===== src/rtl/eth_pkg.sv =====
// Shared definitions for the inter-board kart link: transmit FSM states, framing
// constants, CRC-32 parameters and the 44-bit game-state word packer.
package eth_pkg;

  typedef enum logic [2:0] {
    IDLE,
    PREAMBLE,
    BODY,
    FCS,
    IFG
  } tx_state_t;

  localparam logic [7:0]  PREAMBLE_BYTE = 8'h55;
  localparam logic [7:0]  SFD_BYTE      = 8'hD5;
  localparam logic [31:0] CRC_POLY      = 32'hEDB8_8320;
  localparam logic [31:0] CRC_INIT      = 32'hFFFF_FFFF;
  localparam int          GAME_WORD_W   = 44;

  // Zero gaps keep each field on the bit positions the receive-side unpacker expects.
  function automatic logic [GAME_WORD_W-1:0] pack_game_word(
    input logic [10:0] x,
    input logic [10:0] y,
    input logic [8:0]  dir,
    input logic [2:0]  game,
    input logic        reset_flag
  );
    return {x, 1'b0, y, 1'b0, dir, 3'b000, game, 1'b0, reset_flag, 3'b000};
  endfunction

endpackage


===== src/rtl/crc32_dibit.sv =====
// Reflected CRC-32 (Ethernet FCS) advanced two bits per clock, bit 0 of the dibit first.
module crc32_dibit
  import eth_pkg::*;
(
  input  logic        clk,
  input  logic        rstn,
  input  logic        clear,
  input  logic        en,
  input  logic [1:0]  dibit,
  output logic [31:0] crc
);

  logic [31:0] crc_q, crc_d, step;

  // NOTE: every variable written here gets a default first, so no latch is inferred.
  always_comb begin
    step = crc_q;
    for (int i = 0; i < 2; i++) begin
      step = (step[0] ^ dibit[i]) ? ((step >> 1) ^ CRC_POLY) : (step >> 1);
    end
    crc_d = crc_q;
    if (clear) begin
      crc_d = CRC_INIT;
    end else if (en) begin
      crc_d = step;
    end
  end

  // NOTE: sequential state is written with non-blocking assignments only.
  always_ff @(posedge clk or negedge rstn) begin
    if (!rstn) begin
      crc_q <= CRC_INIT;
    end else begin
      crc_q <= crc_d;
    end
  end

  assign crc = crc_q;

endmodule


===== src/rtl/kart_state_tx.sv =====
// Transmit side of the kart link: snapshots player state on send_in and sends one
// RMII Ethernet frame (preamble, SFD, header, payload, pad, FCS) followed by an IFG.
module kart_state_tx
  import eth_pkg::*;
#(
  parameter logic [47:0] DST_MAC    = 48'hFFFF_FFFF_FFFF,
  parameter logic [47:0] SRC_MAC    = 48'h0242_0420_4204,
  parameter logic [15:0] ETHERTYPE  = 16'h88B5,
  parameter int          PAD_BYTES  = 40,
  parameter int          IFG_DIBITS = 48
) (
  input  logic        eth_clk,
  input  logic        eth_rstn,
  input  logic        send_in,
  input  logic [10:0] player_x_in,
  input  logic [10:0] player_y_in,
  input  logic [8:0]  dir_in,
  input  logic [2:0]  game_stat_in,
  input  logic        reset_flag_in,
  output logic        busy_out,
  output logic        drop_out,
  output logic        done_out,
  output logic        eth_txen,
  output logic [1:0]  eth_txd
);

  localparam int HDR_BYTES   = 20;
  localparam int HDR_W       = HDR_BYTES * 8;
  localparam int PRE_DIBITS  = 32;
  localparam int BODY_DIBITS = (HDR_BYTES + PAD_BYTES) * 4;
  localparam int FCS_DIBITS  = 16;
  localparam int CNT_W       = $clog2(BODY_DIBITS > IFG_DIBITS ? BODY_DIBITS : IFG_DIBITS);

  logic                   rstn_meta_q, rstn_q;
  tx_state_t              state_q, state_d;
  logic [CNT_W-1:0]       cnt_q, cnt_d;
  logic [GAME_WORD_W-1:0] word_q, word_d;
  logic                   txen_q, busy_q, drop_q, done_q;
  logic [1:0]             txd_q;
  logic                   txen_d;
  logic [HDR_W-1:0]       hdr;
  logic [CNT_W-3:0]       byte_idx;
  logic [7:0]             tx_byte;
  logic [1:0]             dibit_d;
  logic [31:0]            crc, fcs;

  // NOTE: reset asserts asynchronously but releases two clocks later, in step with eth_clk.
  always_ff @(posedge eth_clk or negedge eth_rstn) begin
    if (!eth_rstn) begin
      rstn_meta_q <= 1'b0;
      rstn_q      <= 1'b0;
    end else begin
      rstn_meta_q <= 1'b1;
      rstn_q      <= rstn_meta_q;
    end
  end

  // cnt_q indexes the dibit currently on eth_txd within its state.
  always_comb begin
    state_d = state_q;
    cnt_d   = cnt_q + 1'b1;
    word_d  = word_q;
    unique case (state_q)
      IDLE: begin
        cnt_d = '0;
        if (send_in) begin
          state_d = PREAMBLE;
          word_d  = pack_game_word(player_x_in, player_y_in, dir_in, game_stat_in, reset_flag_in);
        end
      end
      PREAMBLE: if (cnt_q == CNT_W'(PRE_DIBITS - 1)) begin
        state_d = BODY;
        cnt_d   = '0;
      end
      BODY: if (cnt_q == CNT_W'(BODY_DIBITS - 1)) begin
        state_d = FCS;
        cnt_d   = '0;
      end
      FCS: if (cnt_q == CNT_W'(FCS_DIBITS - 1)) begin
        state_d = IFG;
        cnt_d   = '0;
      end
      IFG: if (cnt_q == CNT_W'(IFG_DIBITS - 1)) begin
        state_d = IDLE;
        cnt_d   = '0;
      end
      default: begin
        state_d = IDLE;
        cnt_d   = '0;
      end
    endcase
  end

  assign hdr      = {DST_MAC, SRC_MAC, ETHERTYPE, word_d, 4'b0000};
  assign byte_idx = cnt_d[CNT_W-1:2];
  assign fcs      = ~crc;
  assign txen_d   = (state_d == PREAMBLE) || (state_d == BODY) || (state_d == FCS);

  // Outputs are registered, so the mux looks at the dibit that becomes current next cycle.
  always_comb begin
    tx_byte = 8'h00;
    if (state_d == PREAMBLE) begin
      tx_byte = (int'(byte_idx) == PRE_DIBITS / 4 - 1) ? SFD_BYTE : PREAMBLE_BYTE;
    end else if (state_d == BODY) begin
      for (int i = 0; i < HDR_BYTES; i++) begin
        if (int'(byte_idx) == i) tx_byte = hdr[HDR_W-1-8*i -: 8];
      end
    end

    dibit_d = 2'b00;
    if (state_d == FCS) begin
      for (int i = 0; i < FCS_DIBITS; i++) begin
        if (int'(cnt_d[3:0]) == i) dibit_d = fcs[2*i +: 2];
      end
    end else if (txen_d) begin
      unique case (cnt_d[1:0])
        2'd0:    dibit_d = tx_byte[1:0];
        2'd1:    dibit_d = tx_byte[3:2];
        2'd2:    dibit_d = tx_byte[5:4];
        default: dibit_d = tx_byte[7:6];
      endcase
    end
  end

  // The CRC absorbs each body dibit as it is registered, so it is final when FCS starts.
  crc32_dibit u_crc (
    .clk   (eth_clk),
    .rstn  (rstn_q),
    .clear (state_q == IDLE),
    .en    (state_d == BODY),
    .dibit (dibit_d),
    .crc   (crc)
  );

  always_ff @(posedge eth_clk or negedge rstn_q) begin
    if (!rstn_q) begin
      state_q <= IDLE;
      cnt_q   <= '0;
      word_q  <= '0;
      txen_q  <= 1'b0;
      txd_q   <= 2'b00;
      busy_q  <= 1'b0;
      drop_q  <= 1'b0;
      done_q  <= 1'b0;
    end else begin
      state_q <= state_d;
      cnt_q   <= cnt_d;
      word_q  <= word_d;
      txen_q  <= txen_d;
      txd_q   <= dibit_d;
      busy_q  <= (state_d != IDLE);
      drop_q  <= send_in && (state_q != IDLE);
      done_q  <= (state_d == FCS) && (cnt_d == CNT_W'(FCS_DIBITS - 1));
    end
  end

  assign eth_txen = txen_q;
  assign eth_txd  = txd_q;
  assign busy_out = busy_q;
  assign drop_out = drop_q;
  assign done_out = done_q;

endmodule


===== config.mk =====
export PLATFORM = sky130hd
export DESIGN_NAME = kart_state_tx
export DESIGN_NICKNAME = d
export VERILOG_FILES = /design/src/rtl/eth_pkg.sv /design/src/rtl/crc32_dibit.sv /design/src/rtl/kart_state_tx.sv
export SDC_FILE = /design/constraint.sdc
export NUM_CORES = 1
export LEC_CHECK = 0
export CORE_ASPECT_RATIO = 0.5
export CORE_MARGIN = 2
export CORE_UTILIZATION = 40
export CTS_CLUSTER_SIZE = 8
export DETAILED_ROUTE_END_ITERATION = 8
export REMOVE_ABC_BUFFERS = 1
export SETUP_SLACK_MARGIN = 0.1
export SLEW_MARGIN = 10
export SYNTH_ARGS = -nofsm -noshare
export SYNTH_HDL_FRONTEND = slang
export SYNTH_SLANG_ARGS = --single-unit
export TNS_END_PERCENT = 50

===== constraint.sdc =====
create_clock -name eth_clk -period 3.45 [get_ports eth_clk]
set_input_delay 0.69 -clock eth_clk [delete_from_list [all_inputs] [get_ports eth_clk]]
set_output_delay 0.69 -clock eth_clk [all_outputs]
set_load 0.005 [all_outputs]

==> reports/qor.json <==
{
  "reg2reg_setup_slack_ns": -0.45,
  "timing.critical_path.to_type": "flop",
  "grt_start_max_net_pins": 78,
  "synth.ff_latch_count": 95,
  "most-common-layout-cells": "buf_4, nand2_1, dfrtp_1",
  "routed_wirelength_um": 20600,
  "finalHoldViolations": 0,
  "number_of_global_route_vias_before_repair": 5547,
  "yosys_warnings": 0,
  "run_status": "finished, violations left",
  "tightestPinTransition_ns": 1.03,
  "worst_clock_skew_ns": 0.0121,
  "detailedRoute.firstPassIterationCount": 5,
  "finalWeightedCongestion": 0.950,
  "synth-edff-count": 0,
  "synthFlopType": "dfrtp_1",
  "floorplan.io_pins": 44,
  "final-max-slew-violation-count": 0,
  "initial_utilization_pct": 41.4,
  "power_density_nw_per_um2": 667,
  "drt-initial-drc-count": 504,
  "fin_setup_tns_ns": -7.71,
  "die_height_um": 88.4,
  "final_period_minus_worst_setup_slack_ns": 3.90,
  "commonest_non_fill_non_tap_cell_in_the_layout": "buf_4",
  "start_kind": "flop",
  "post_route_cells_drive_above_1_share_pct": 41.7,
  "clock_tree.htree_level_count": 3,
  "flow.area_growth_from_synthesis_pct": 51.6,
  "finalSetupViolations": 21,
  "grt-ovfl-total": 0,
  "floorplan.die_area_um2": 15300,
  "ctsHoldBuffers": 0,
  "worstPathMaxFanout": 6,
  "viasPerCell": 5.58,
  "dp.final_hpwl_um": 15000,
  "synth.yosys.seq_area_share_pct": 42.5,
  "clock_tree.root_cell": "clkbuf_16",
  "netlist_area_um2": 5690,
  "clockBufferDepth": 2,
  "max_cap_violations": 0,
  "min-delay-path-class": "flop to flop",
  "worstPathRequired_ns": 3.74,
  "clk_transition_reported_paths_ns": 0.07,
  "tritoncts": "done",
  "slew_headroom_pct": 31.2,
  "synth_cell_type_count": 80,
  "coreArea_um2": 13700,
  "cts_inserted_buffers": 9,
  "count_of_vias_placed_by_the_detailed_router": 5803,
  "num-nets-final": 882,
  "ordered_list_of_cells_on_the_worst_path": "or3b_4 -> o2bb2ai_4 -> o211ai_1 -> buf_4 -> a21oi_2 -> or4_1 -> o211ai_1 -> a221oi_2 -> nor4_2 -> buf_4 -> o221a_4 -> xnor2_4 -> buf_12 -> xnor3_1 -> o21ai_1",
  "rsz0062_at_grt": "yes",
  "drc": 0,
  "grt_first_pass_wirelength_um": 31900,
  "antenna-diode-count": 0,
  "critPathSlowestCell": "dfrtp_2",
  "syn_inst": 635,
  "post-route-worst-setup-slack_ns": -0.451,
  "wl_per_cell_um": 19.8,
  "die_x_um": 173,
  "max_freq_mhz": 256,
  "clock_sinks": 95,
  "power_leakage_uw": 0.00381,
  "async_reset_ff_share_pct": 100,
  "insertion_delay_to_the_later_sink_of_the_worst_skew_pair_ns": 0.36,
  "antenna_left": 0,
  "cp.arrival_ns": 4.19,
  "path_class": "flop to flop",
  "final_core_utilization_pct": 62.8,
  "grt_antenna_before_repair": 0,
  "maximum_resistive_drop_on_vdd_mv": 0.271,
  "failed_checks": "negative setup slack",
  "rows": 30,
  "fin_crit_sh_pct": 113,
  "global_route.usage.total_pct": 27.6,
  "post_synth.cell_area_avg_um2": 8.96,
  "worst_path_max_stage_delay_ns": 0.47,
  "dpl_ws_ns": -0.927,
  "port-buffer-count": 43
}
cells in the mapped netlist (5+ instances only):
cell | number | share of area, %
o211ai_1 | 9 | 1.2
xnor3_1 | 7 | 2.8
dfrtp_1 | 63 | 28
a221oi_1 | 9 | 1.4
a31oi_1 | 8 | 0.88
nor3_1 | 23 | 2.0
or3_1 | 7 | 0.77
a21o_1 | 5 | 0.66
inv_1 | 17 | 1.1
clkbuf_1 | 19 | 1.3
nor4_1 | 5 | 0.55
buf_2 | 11 | 0.97
nand3_1 | 11 | 0.97
a21oi_1 | 53 | 4.7
dfstp_2 | 32 | 15
nor2b_1 | 11 | 1.2
mux2i_1 | 5 | 0.88
xnor2_1 | 21 | 3.2
nand2_1 | 101 | 6.7
o22ai_1 | 8 | 0.88
mux2_2 | 10 | 2.0
nor2_1 | 55 | 3.6
o21ai_0 | 33 | 2.9
o21ai_1 | 11 | 0.97
sequential cells by signal (all words and copies together), names as in the netlist:
name and cells:
u_crc.crc 32, state_q 3, eth_txen 1, cnt_q 8, drop_out 1, word_q 44
done_out 1, eth_txd 2, rstn_meta_q 1, busy_out 1, rstn_q 1
report_power, final:
group	switching, uW	total (uW)	internal, uW
registers	101	1420	1320
clock network	455	991	536
logic	1730	3340	1620
total	2280	5750	3470
final timing paths:
| path | cells after the start | endpoint | from |
|---|---|---|---|
| setup reg to reg | 15 | u_crc.crc[19] | state_q[1] |
| hold / removal | 0 | rstn_q | rstn_meta_q |
| setup / recovery | 15 | u_crc.crc[19] | state_q[1] |
| min in group asynchronous | 0 | done_out | rstn_q |
| max in group asynchronous | 1 | u_crc.crc[6] | rstn_q |
| hold reg to reg | 0 | rstn_q | rstn_meta_q |
metal layers:
layer	global-route usage (%)	share of wire (%)	wire, um
met5	0	0	0
met1	40.8	49	10100
met2	40.7	41	8500
met3	7.17	8.0	1640
met4	6.09	1.6	324
repair_timing:
| item | CTS | global route |
|---|---|---|
| setup endpoints to repair | 24 | 24 |
| buffers inserted | 10 | 7 |
| pin swaps | 40 | 22 |
| resized for setup | 81 | 62 |
| gates cloned | 2 | 0 |
metrics by stage:
step	total power [uW]	instances	hold slack, ns	cell area (um2)
finish	5750	1040	0.365	8630
floorplan	2690	597	0.331	5500
detailed placement	4200	1006	0.343	7540
global route	6030	1040	0.373	8630
CTS	5470	1034	0.373	8290
global placement	4200	1006	0.338	7540
logic make-up after synthesis:
kind of cell | share of synthesized area (%)
simple gates | 19.9
compound gates | 23.0
flops | 42.5
buf+inv | 4.53
xor+xnor | 6.95
mux | 2.86
fa+ha+maj | 0.220
other cells | 0.0659
layout make-up:
type / count / area [um2]
fill: 1168 / 5110
multi-input combinational: 485 / 3560
sequential: 95 / 2430
timing repair buffer: 235 / 2050
clock buffer: 12 / 258
tap: 192 / 240
inverter: 17 / 63.8
clock inverter: 4 / 26.3
worst max-delay path, delay by kind of cell (launching register included):
| family | cells | cell delay, ns |
|---|---|---|
| flip-flops | 1 | 0.47 |
| XOR/XNOR | 2 | 0.46 |
| buffers and inverters | 3 | 0.55 |
| AO/OA/AOI/OAI | 7 | 1.19 |
| AND/OR/NAND/NOR | 3 | 1.16 |
(Power assumes the default switching activity.)
